[src/rtl/multi_debouncer_pkg.sv]
// rtl/multi_debouncer_pkg.sv - shared types and width helper for the multi-channel debouncer
package multi_debouncer_pkg;

    typedef enum logic {
        STABLE  = 1'b0,
        PENDING = 1'b1
    } deb_state_t;

    // Width needed to hold values 0..n-1, never narrower than one bit
    function automatic int safe_width(input int n);
        return (n <= 1) ? 1 : $clog2(n);
    endfunction

endpackage

[src/rtl/multi_debouncer_if.sv]
// rtl/multi_debouncer_if.sv - raw inputs and debounced outputs bundle for multi_debouncer
interface multi_debouncer_if #(
    parameter int CHANNELS = 4
);
    logic [CHANNELS-1:0] din;
    logic [CHANNELS-1:0] dout;
    logic [CHANNELS-1:0] rise;
    logic [CHANNELS-1:0] fall;
    logic [CHANNELS-1:0] hold;

    // Board / control side: drives the raw pins, consumes debounced results
    modport master (
        output din,
        input  dout,
        input  rise,
        input  fall,
        input  hold
    );

    // Debouncer side
    modport slave (
        input  din,
        output dout,
        output rise,
        output fall,
        output hold
    );
endinterface

[src/rtl/multi_debouncer_debounce_channel.sv]
// rtl/multi_debouncer_debounce_channel.sv - one channel: synchroniser, stability FSM, counter; hold detect under MULTI_DEBOUNCER_HOLD_DETECT_EN
module multi_debouncer_debounce_channel
    import multi_debouncer_pkg::*;
#(
    parameter int DEBOUNCE_CYCLES = 10000,
    parameter int SYNC_STAGES     = 2,
    parameter int HOLD_CYCLES     = 1000000
) (
    input  logic clk,
    input  logic as_reset_n,
    input  logic i_din,
    output logic o_dout,
    output logic o_rise,
    output logic o_fall,
    output logic o_hold
);

    localparam int CNT_W = safe_width(DEBOUNCE_CYCLES);
    localparam logic [CNT_W-1:0] CNT_LAST = CNT_W'(DEBOUNCE_CYCLES - 1);
    localparam logic [CNT_W-1:0] CNT_ONE  = CNT_W'(1);

    logic [SYNC_STAGES-1:0] r_sync;
    logic                   w_s;
    deb_state_t             r_state;
    deb_state_t             w_state_nxt;
    logic [CNT_W-1:0]       r_cnt;
    logic [CNT_W-1:0]       w_cnt_nxt;
    logic                   r_dout;
    logic                   w_dout_nxt;
    logic                   r_rise;
    logic                   w_rise_nxt;
    logic                   r_fall;
    logic                   w_fall_nxt;

    assign w_s = r_sync[SYNC_STAGES-1];

    // Shift the raw pin through the synchroniser chain
    always_ff @(posedge clk or negedge as_reset_n) begin
        if (!as_reset_n) begin
            r_sync <= '0;
        end else begin
            r_sync <= {r_sync[SYNC_STAGES-2:0], i_din};
        end
    end

    // FSM, counter, level and pulse registers
    always_ff @(posedge clk or negedge as_reset_n) begin
        if (!as_reset_n) begin
            r_state <= STABLE;
            r_cnt   <= '0;
            r_dout  <= 1'b0;
            r_rise  <= 1'b0;
            r_fall  <= 1'b0;
        end else begin
            r_state <= w_state_nxt;
            r_cnt   <= w_cnt_nxt;
            r_dout  <= w_dout_nxt;
            r_rise  <= w_rise_nxt;
            r_fall  <= w_fall_nxt;
        end
    end

    // Next state: dout follows s only after DEBOUNCE_CYCLES consecutive differing samples
    always_comb begin
        w_state_nxt = r_state;
        w_cnt_nxt   = r_cnt;
        w_dout_nxt  = r_dout;
        w_rise_nxt  = 1'b0;
        w_fall_nxt  = 1'b0;
        case (r_state)
            STABLE: begin
                if (w_s != r_dout) begin
                    w_state_nxt = PENDING;
                    w_cnt_nxt   = CNT_ONE;
                end else begin
                    w_cnt_nxt   = '0;
                end
            end
            PENDING: begin
                if (w_s == r_dout) begin
                    w_state_nxt = STABLE;
                    w_cnt_nxt   = '0;
                end else if (r_cnt == CNT_LAST) begin
                    w_dout_nxt  = w_s;
                    w_rise_nxt  = w_s;
                    w_fall_nxt  = ~w_s;
                    w_state_nxt = STABLE;
                    w_cnt_nxt   = '0;
                end else begin
                    w_cnt_nxt   = r_cnt + CNT_ONE;
                end
            end
            default: begin
                w_state_nxt = STABLE;
                w_cnt_nxt   = '0;
            end
        endcase
    end

    assign o_dout = r_dout;
    assign o_rise = r_rise;
    assign o_fall = r_fall;

`ifdef MULTI_DEBOUNCER_HOLD_DETECT_EN
    localparam int HOLD_W = safe_width(HOLD_CYCLES + 1);
    localparam logic [HOLD_W-1:0] HOLD_MAX  = HOLD_W'(HOLD_CYCLES);
    localparam logic [HOLD_W-1:0] HOLD_LAST = HOLD_W'(HOLD_CYCLES - 1);

    logic [HOLD_W-1:0] r_hold_cnt;
    logic              r_hold;

    // Long-press counter: saturates at HOLD_CYCLES so the pulse fires once per press
    always_ff @(posedge clk or negedge as_reset_n) begin
        if (!as_reset_n) begin
            r_hold_cnt <= '0;
            r_hold     <= 1'b0;
        end else if (r_dout) begin
            if (r_hold_cnt != HOLD_MAX) begin
                r_hold_cnt <= r_hold_cnt + HOLD_W'(1);
            end
            r_hold <= (r_hold_cnt == HOLD_LAST);
        end else begin
            r_hold_cnt <= '0;
            r_hold     <= 1'b0;
        end
    end

    assign o_hold = r_hold;
`else
    wire w_unused_hold_cycles = (HOLD_CYCLES > 0);
    assign o_hold = 1'b0;
`endif

endmodule

[src/rtl/multi_debouncer.sv]
// rtl/multi_debouncer.sv - N-channel switch debouncer top; optional long-press detect via MULTI_DEBOUNCER_HOLD_DETECT_EN
module multi_debouncer
    import multi_debouncer_pkg::*;
#(
    parameter int CHANNELS        = 4,
    parameter int DEBOUNCE_CYCLES = 10000,
    parameter int SYNC_STAGES     = 2,
    parameter int HOLD_CYCLES     = 1000000
) (
    input  logic              clk,
    input  logic              as_reset_n,
    multi_debouncer_if.slave  bus
);

    logic [CHANNELS-1:0] w_dout;
    logic [CHANNELS-1:0] w_rise;
    logic [CHANNELS-1:0] w_fall;
    logic [CHANNELS-1:0] w_hold;

    // Channels share nothing but clock and reset
    for (genvar g = 0; g < CHANNELS; g++) begin : g_ch
        multi_debouncer_debounce_channel #(
            .DEBOUNCE_CYCLES (DEBOUNCE_CYCLES),
            .SYNC_STAGES     (SYNC_STAGES),
            .HOLD_CYCLES     (HOLD_CYCLES)
        ) u_ch (
            .clk        (clk),
            .as_reset_n (as_reset_n),
            .i_din      (bus.din[g]),
            .o_dout     (w_dout[g]),
            .o_rise     (w_rise[g]),
            .o_fall     (w_fall[g]),
            .o_hold     (w_hold[g])
        );
    end

    assign bus.dout = w_dout;
    assign bus.rise = w_rise;
    assign bus.fall = w_fall;
    assign bus.hold = w_hold;

endmodule

[src/flat_wrapper.sv]
// flat-port wrapper written by rule: the top's interface ports become plain ports
module multi_debouncer_flat import multi_debouncer_pkg::*;
#(
    parameter int CHANNELS        = 4,
    parameter int DEBOUNCE_CYCLES = 10000,
    parameter int SYNC_STAGES     = 2,
    parameter int HOLD_CYCLES     = 1000000
)
  (clk, as_reset_n, bus_din, bus_dout, bus_rise, bus_fall, bus_hold);
  multi_debouncer_if #(.CHANNELS(CHANNELS)) bus_i ();
  input  logic clk;
  input  logic as_reset_n;
  input wire logic [$bits(bus_i.din)-1:0] bus_din;
  output wire logic [$bits(bus_i.dout)-1:0] bus_dout;
  output wire logic [$bits(bus_i.rise)-1:0] bus_rise;
  output wire logic [$bits(bus_i.fall)-1:0] bus_fall;
  output wire logic [$bits(bus_i.hold)-1:0] bus_hold;
  assign bus_i.din = bus_din;
  assign bus_dout = bus_i.dout;
  assign bus_rise = bus_i.rise;
  assign bus_fall = bus_i.fall;
  assign bus_hold = bus_i.hold;
  multi_debouncer #(.CHANNELS(CHANNELS), .DEBOUNCE_CYCLES(DEBOUNCE_CYCLES), .SYNC_STAGES(SYNC_STAGES), .HOLD_CYCLES(HOLD_CYCLES)) u_core (.clk(clk), .as_reset_n(as_reset_n), .bus(bus_i));
endmodule
[config.mk]
export PLATFORM = sky130hd
export DESIGN_NAME = multi_debouncer_flat
export DESIGN_NICKNAME = d
export VERILOG_FILES = /design/src/rtl/multi_debouncer_pkg.sv /design/src/rtl/multi_debouncer_if.sv /design/src/rtl/multi_debouncer_debounce_channel.sv /design/src/rtl/multi_debouncer.sv /design/src/flat_wrapper.sv
export SDC_FILE = /design/constraint.sdc
export NUM_CORES = 1
export LEC_CHECK = 0
export ABC_AREA = 1
export CORE_MARGIN = 1.5
export CORE_UTILIZATION = 50
export CTS_BUF_LIST = sky130_fd_sc_hd__clkbuf_2
export CTS_CLUSTER_SIZE = 20
export DETAILED_ROUTE_END_ITERATION = 8
export GPL_TIMING_DRIVEN = 0
export PLACE_DENSITY_LB_ADDON = 0.12
export SETUP_SLACK_MARGIN = 0.3
export SLEW_MARGIN = 40
export SYNTH_ARGS = -nofsm -noshare
export SYNTH_HDL_FRONTEND = slang
export SYNTH_HIERARCHICAL = 1
export SYNTH_SLANG_ARGS = --single-unit
export TNS_END_PERCENT = 10
[constraint.sdc]
create_clock -name clk -period 1.6 [get_ports clk]
set_clock_uncertainty 0.05 [all_clocks]
set_input_delay 0.16 -clock clk [delete_from_list [all_inputs] [get_ports clk]]
set_output_delay 0.16 -clock clk [all_outputs]
set_load 0.005 [all_outputs]
==> metrics.sh <==
OUTCOME='completed'
DETAIL-ROUTE-ANTENNA-NETS=0
CRITICAL_PATH.MAX_FANOUT=7
TIMING.REG2REG.SETUP_SLACK_NS=0.24
YS_SEQ_AREA_FRAC=0.477
CTS_BUFFER_DEPTH=2
CP_SLOWEST_STAGE_DELAY_NS=0.47
SETUP_VIOLATION_TOTAL_IN_THE_FINAL_TIMING_REPORT=0
PRE_CTS_SLACK_NS=0.135
DETAIL_ROUTE.WL_PER_CELL_UM=12.7
DRT_PRE_ANTENNA_ITERS=4
DETAIL_ROUTE.DRC_VIOLATIONS=0
NUM_CTS_BUFFERS=9
FINALNETCOUNT=590
SYNTHTOLAYOUTAREAGROWTH_PCT=24.6
VIAS=3557
SYNTH.NET_COUNT=522
WORSTSKEWPAIRLATENCY_NS=0.58
CRIT_PATH_BUFFERS_INVERTERS=0
POST_ROUTE_CELLS_DRIVE_ABOVE_1_SHARE=0.269
SYNTHDISTINCTLIBCELLS=22
FIRST_GLOBAL_VIAS=3326
TOTALWIRELENGTH_MM=8.71
GRT_ANTENNA_BEFORE_REPAIR=0
DIE_HEIGHT_UM=94.6
IRDROPWORSTVDD_V=0.000391
DRV_SLEW=0
LARGEST_NET_DEGREE_AT_THE_START_OF_GLOBAL_ROUTING=43
LAYOUT.CELL_AREA.NON_FILLER_MM2=0.00523
POST_SYNTH_MOST_FREQUENT_CELLS='nor2_1, dfrtp_1, nand2_1'
YOSYS-TOP-CELLS-AREA='dfrtp_1, nor2_1, nand2_1, nand3_1, inv_1'
POWER-PER-CELL-AREA_mW_PER_MM2=706
YS_SEQ_ELEMENTS=80
DETAILEDROUTE.FIRSTITERATIONVIOLATIONS=102
GRT_UTIL_ALL_LAYERS=0.209
CLOCK.FMAX_MHz=736
NETLIST_AREA_MM2=0.00419
PLACED_CELL_AREA_MM2=0.00455
GP_CONGESTION=0.881
FLOORPLAN.ROWS=33
WORSTSETUPPATHTYPE='reg2reg'
FLOORPLAN.DIE_AREA_MM2=0.00895
LEFTOVER_OVERFLOW_AT_THE_END_OF_GLOBAL_ROUTING=0
TRITONCTS_NUM_SINKS=80
TRITONCTS='done'
HOLD_PATH.CLASS='reg2reg'
CLK_PIN_SLEW_NS=0.19
NUM-FILL-CELLS=694
CRIT_ARRIVAL_NS=1.77
CP.REQUIRED_NS=2.01
CTSHTREEMAXLEVEL=3
INITIAL_CORE_UTIL=0.513
MULTI_INPUT_LOGIC_AREA_MM2=0.00224
SYNTH_FLOP_CELL='dfrtp_1'
AVGSYNTHCELLAREA_UM2=8.26
WORSTSETUPENDPOINTTYPE='register'
YOSYS.AREA.TOP_TYPE='dfrtp_1'
CRITICAL-PATH-TOP-DELAY-FAMILY='simple AND/OR/NAND/NOR gates'
FIN_TOTAL_PWR_uW=3690
CLOCK_TREE.ROOT_CELL='clkbuf_2'
SYNTH-EDFF-COUNT=0
SYNTHARSTFLOPSHARE=1.00
SYN_INST=508
RSZ_0062_RAISED_AFTER_GLOBAL_ROUTING='true'
FINAL_CORE_UTIL=0.639
FP.DIEW_UM=94.6
GRT_FIRST_PASS_WIRELENGTH_MM=14.6
N_ANTENNA_CELL=0
FIN_WS_NS=0.242
FIN_SETUP_TNS_NS=0
LEAKAGE_uW=0.00223
YOSYSWARNINGCOUNT=6
WORST_SETUP_PATH_START_KIND='register'
BOUNDARYPINS=22
DRV_CAP=0
YOSYS.CELL_COUNT.TOP_TYPE='nor2_1'
POST-ROUTE-MIN-PERIOD_NS=1.36
ROUTE.DETAILED.VIAS_PER_INST=5.19
PORTBUFFERS=17
FLOORPLAN.CORE_AREA_MM2=0.00818
DP.FINAL_HPWL_MM=5.53
TIMING_HOLD_VIOLATIONS_FINAL=0
FF_LATCH_AREA_MM2=0.00202
CRITICAL_PATH.CELL_CHAIN='ha_4 -> nand3_4 -> nor2_4 -> nand2_4 -> nand2_8 -> o21ai_2'
POST-SYNTH-TOP-AREA-FRACTION=0.477
FINALCRITPERIODSHARE=0.849
TIMING.CRITICAL_PATH.SLOWEST_STAGE_CELL='dfrtp_1'
where the power goes:
part,switching [µW],internal [µW],leakage [µW]
clock network,742,358,0.0000679
logic,233,221,0.00110
registers,56.6,2080,0.00106
total,1030,2660,0.00223
registers in the layout, indices dropped and copies added (netlist names):
name	cells
u_core/g_ch.u_ch/r_sync	8
u_core/g_ch.u_ch/r_cnt	56
u_core/g_ch.u_ch/r_state	4
u_core/g_ch.u_ch/o_fall	4
u_core/g_ch.u_ch/o_rise	4
u_core/g_ch.u_ch/o_dout	4
worst register-to-register path: cells and delay by family (launching register included):
kind / cells / cell delay [ns]
AO/OA/AOI/OAI: 1 / 0.05
adder cells (fa/ha/maj): 1 / 0.18
flip-flops: 1 / 0.47
AND/OR/NAND/NOR: 4 / 0.52
metal layers:
| metal | part of all wire | vias up | track usage |
|---|---|---|---|
| li1 | - | 1764 | - |
| met1 | 0.46 | 1706 | 0.277 |
| met2 | 0.49 | 70 | 0.336 |
| met3 | 0.035 | 17 | 0.0330 |
| met4 | 0.021 | 0 | 0.101 |
| met5 | 0 | - | 0 |
cells in the final DEF (no fill, tap or decap), drive strengths merged, types with 6 or more instances in the layout:
cell type    count
nor2           128
buf             46
ha               8
xor2            12
dlygate4sd3      6
a21oi           12
nand2           88
nand3           56
inv             60
nor3             8
dfrtp           80
nand4           24
o21ai            8
clkbuf           9
xnor2           12
worst paths after layout:
path / from / endpoint / cells after the start
worst max register to register: u_core/g_ch[2].u_ch/r_cnt[0] / u_core/g_ch[2].u_ch/r_cnt[0] / 6
worst max-delay path: u_core/g_ch[2].u_ch/r_cnt[0] / u_core/g_ch[2].u_ch/r_cnt[0] / 6
worst min register to register: u_core/g_ch[2].u_ch/r_sync[0] / u_core/g_ch[2].u_ch/r_sync[1] / 0
worst min-delay path: u_core/g_ch[2].u_ch/r_sync[0] / u_core/g_ch[2].u_ch/r_sync[1] / 0
max in group asynchronous: as_reset_n / u_core/g_ch[2].u_ch/r_sync[1] / 4
min in group asynchronous: as_reset_n / u_core/g_ch[3].u_ch/r_cnt[11] / 3
logic make-up (layout without fill, tap and decap cells):
family | after synthesis | after routing | synth area share
AOI/OAI and AO/OA | 24 | 24 | 0.0334
xor gates and xnor gates | 24 | 24 | 0.0501
adders and majority gates | 8 | 8 | 0.0239
buffers and inverters | 64 | 133 | 0.0609
DFF | 80 | 80 | 0.477
other | 4 | 4 | 0.00358
and+or+nand+nor | 304 | 308 | 0.351
layout make-up:
| type | count | area share |
|---|---|---|
| flip-flops and latches | 80 | 0.386 |
| multi-input cells | 368 | 0.428 |
| well taps | 105 | 0.0251 |
| clock inverters | 7 | 0.0139 |
| clock buffers | 9 | 0.00862 |
| inverters | 60 | 0.0431 |
| plain buffers | 4 | 0.00575 |
| repair buffers | 53 | 0.0886 |
through the flow:
step	instances	hold WS, ns
6_report	686	0.327
5_1_grt	686	0.340
4_1_cts	676	0.00156
3_5_place_dp	631	0.0387
3_3_place_gp	630	0.283
2_1_floorplan	508	-0.186
timing repair:
item,CTS,global route
gates cloned,4,0
hold endpoints to repair,83,1
hold buffers,5,1
gates resized for setup,55,59
pin swaps,8,21
setup buffers,20,9
setup endpoints to repair,78,84
Power figures use the tool's default switching activity.
==> RTL change, RTL diff (same settings) <==
`DEBOUNCE_CYCLES` is set to 10000 in 3 places; all go to 20000.
--- a/src/rtl/multi_debouncer_debounce_channel.sv
+++ b/src/rtl/multi_debouncer_debounce_channel.sv
@@ -3,5 +3,5 @@
     import multi_debouncer_pkg::*;
 #(
-    parameter int DEBOUNCE_CYCLES = 10000,
+    parameter int DEBOUNCE_CYCLES = 20000,
     parameter int SYNC_STAGES     = 2,
     parameter int HOLD_CYCLES     = 1000000
--- a/src/rtl/multi_debouncer.sv
+++ b/src/rtl/multi_debouncer.sv
@@ -4,5 +4,5 @@
 #(
     parameter int CHANNELS        = 4,
-    parameter int DEBOUNCE_CYCLES = 10000,
+    parameter int DEBOUNCE_CYCLES = 20000,
     parameter int SYNC_STAGES     = 2,
     parameter int HOLD_CYCLES     = 1000000
--- a/src/flat_wrapper.sv
+++ b/src/flat_wrapper.sv
@@ -3,5 +3,5 @@
 #(
     parameter int CHANNELS        = 4,
-    parameter int DEBOUNCE_CYCLES = 10000,
+    parameter int DEBOUNCE_CYCLES = 20000,
     parameter int SYNC_STAGES     = 2,
     parameter int HOLD_CYCLES     = 1000000
Function: same outputs for any inputs over 10 cycles, from zero or initial values and one cycle with as_reset_n low; that may be too few to reach the edited logic, so the function may still have changed.
==> RTL change against the unedited design <==
The run now ends with design-rule violations left; largest power group unchanged; sequential share of layout area increased by 0.68 points; first-iteration DRC count increased by 56%; sequential cell count increased by 4; routed wire length decreased by 2.1%; critical path depth increased by 1; power decreased by 0.15%; critical endpoint is now u_core/g_ch[3].u_ch/r_cnt[5]; via count increased by 1.6%; synthesized area increased by 9.4%; final area increased by 2.3%; final cell count increased by 7.1%; setup slack got worse by 0.088 ns; maximum frequency decreased by 6.1%.
==> RTL change: results (changes against the unedited design) <==
status=finished, violations left (was finished, final reports clean); failing checks=design-rule violations; post-CTS sizing=46 (was 55); grt met3 use=5.035% (was 3.301%); Leak=2.340 nW (was 2.230 nW); initial drt markers=159 (was 102); Crit Path Max Fanout=3 (was 7); syn avg cell area=8.023 µm² (was 8.256 µm²); Worst-Skew Late Latency=0.52 ns (was 0.58 ns); Critical Path Max Stage Delay=0.43 ns (was 0.47 ns); final-stage net count=632 (was 590); Compound-Gate Fraction of Synth Area=3.708% (was 3.341%); Placed Instances=698 (was 631); layout cell share with drive strength beyond 1=23.76% (was 26.85%); largest net degree at the start of global routing=60 (was 43); TritonRoute pass-1 iters=6 (was 4); Synth Area in Adders=1.091% (was 2.387%); Total GRT Usage=19.40% (was 20.93%); Reg clk slew, reported paths=0.22 ns (was 0.19 ns); Post-Synth XOR/XNOR Area=4.580% (was 5.012%); Arr. time, crit path=1.81 ns (was 1.77 ns); post-synthesis net count=582 (was 522); Worst IR Drop VDD=439.0 µV (was 391.1 µV); synth top area cells=dfrtp_1, nand2_1, nor2_1 (was dfrtp_1, nor2_1, nand2_1); setup repair bufs after CTS=8 (was 20); RePlAce Congestion=0.8653 (was 0.8814); GRT met2 Usage=33.63% (was 33.57%); DP Wirelength=5951 µm (was 5535 µm); Sw Ratio=27.24% (was 27.96%); Post-CTS Hold Buffers=6 (was 5); worst slack, placed=0.1578 ns (was 0.1350 ns); drc violations=3 (was 0); top post-synthesis cells by count=nand2_1, nor2_1, dfrtp_1, inv_1, nor2_2 (was nor2_1, dfrtp_1, nand2_1, inv_1, nand3_1); met1 Usage GRT=24.28% (was 27.66%); via count=3613 (was 3557); Buffers on Ports=17 (unchanged); biggest regs=u_core/g_ch.u_ch/r_cnt x60, u_core/g_ch.u_ch/r_sync x8 (was u_core/g_ch.u_ch/r_cnt x56, u_core/g_ch.u_ch/r_sync x8); Top delay family on crit path=flip-flops (was simple AND/OR/NAND/NOR gates); Flop pwr share=60.4% (was 57.9%); Total Wirelength=8526 µm (was 8706 µm)
RTL change: cell types whose count changed in the layout (fill, tap and decap cells not counted), sizes merged, moves of 8 or more:
cell   delta
nand2    +56
nand3    -28
buf      -14
nor2     +12
inv       +8
nand4     -8
nor3      +8
o21ai     +8
xnor2     -8
xor2      +8
RTL change: layout make-up:
type                    count  area, µm²
well taps                 108      135.1
inverters                  68      255.2
repair buffers             39      350.3
plain buffers               8      75.07
flip-flops and latches     84       2102
clock inverters             6      65.06
fillers                   794       3461
clock buffers              10      50.05
multi-input cells         412       2312
RTL change: metal layers:
layer	share of wire [%]	vias up	wire [µm]
met1	48	1689	4050
li1	-	1869	-
met2	48	50	4125
met3	3.2	5	270
met5	0	-	0
met4	0.94	0	80
RTL change: worst paths after layout:
path / from / endpoint / slack, ns / depth (start not counted)
worst max register to register: u_core/g_ch[3].u_ch/r_cnt[0] / u_core/g_ch[3].u_ch/r_cnt[5] / 0.15 / 7
min in group asynchronous: as_reset_n / u_core/g_ch[2].u_ch/r_cnt[12] / 0.50 / 3
max in group asynchronous: as_reset_n / u_core/g_ch[3].u_ch/r_cnt[10] / 0.41 / 4
worst min register to register: u_core/g_ch[0].u_ch/r_sync[0] / u_core/g_ch[0].u_ch/r_sync[1] / 0.33 / 0
worst min-delay path: u_core/g_ch[0].u_ch/r_sync[0] / u_core/g_ch[0].u_ch/r_sync[1] / 0.33 / 0
worst max-delay path: u_core/g_ch[3].u_ch/r_cnt[0] / u_core/g_ch[3].u_ch/r_cnt[5] / 0.15 / 7
RTL change: stage by stage:
stage          setup TNS, ns  total power, mW  instance area [µm²]
6_report                   0            3.684                 5345
4_1_cts                    0            3.727                 5154
3_3_place_gp         -223.99            2.554                 4895
3_5_place_dp               0            2.572                 4923
5_1_grt                    0            3.878                 5345
2_1_floorplan              0            2.458                 4589
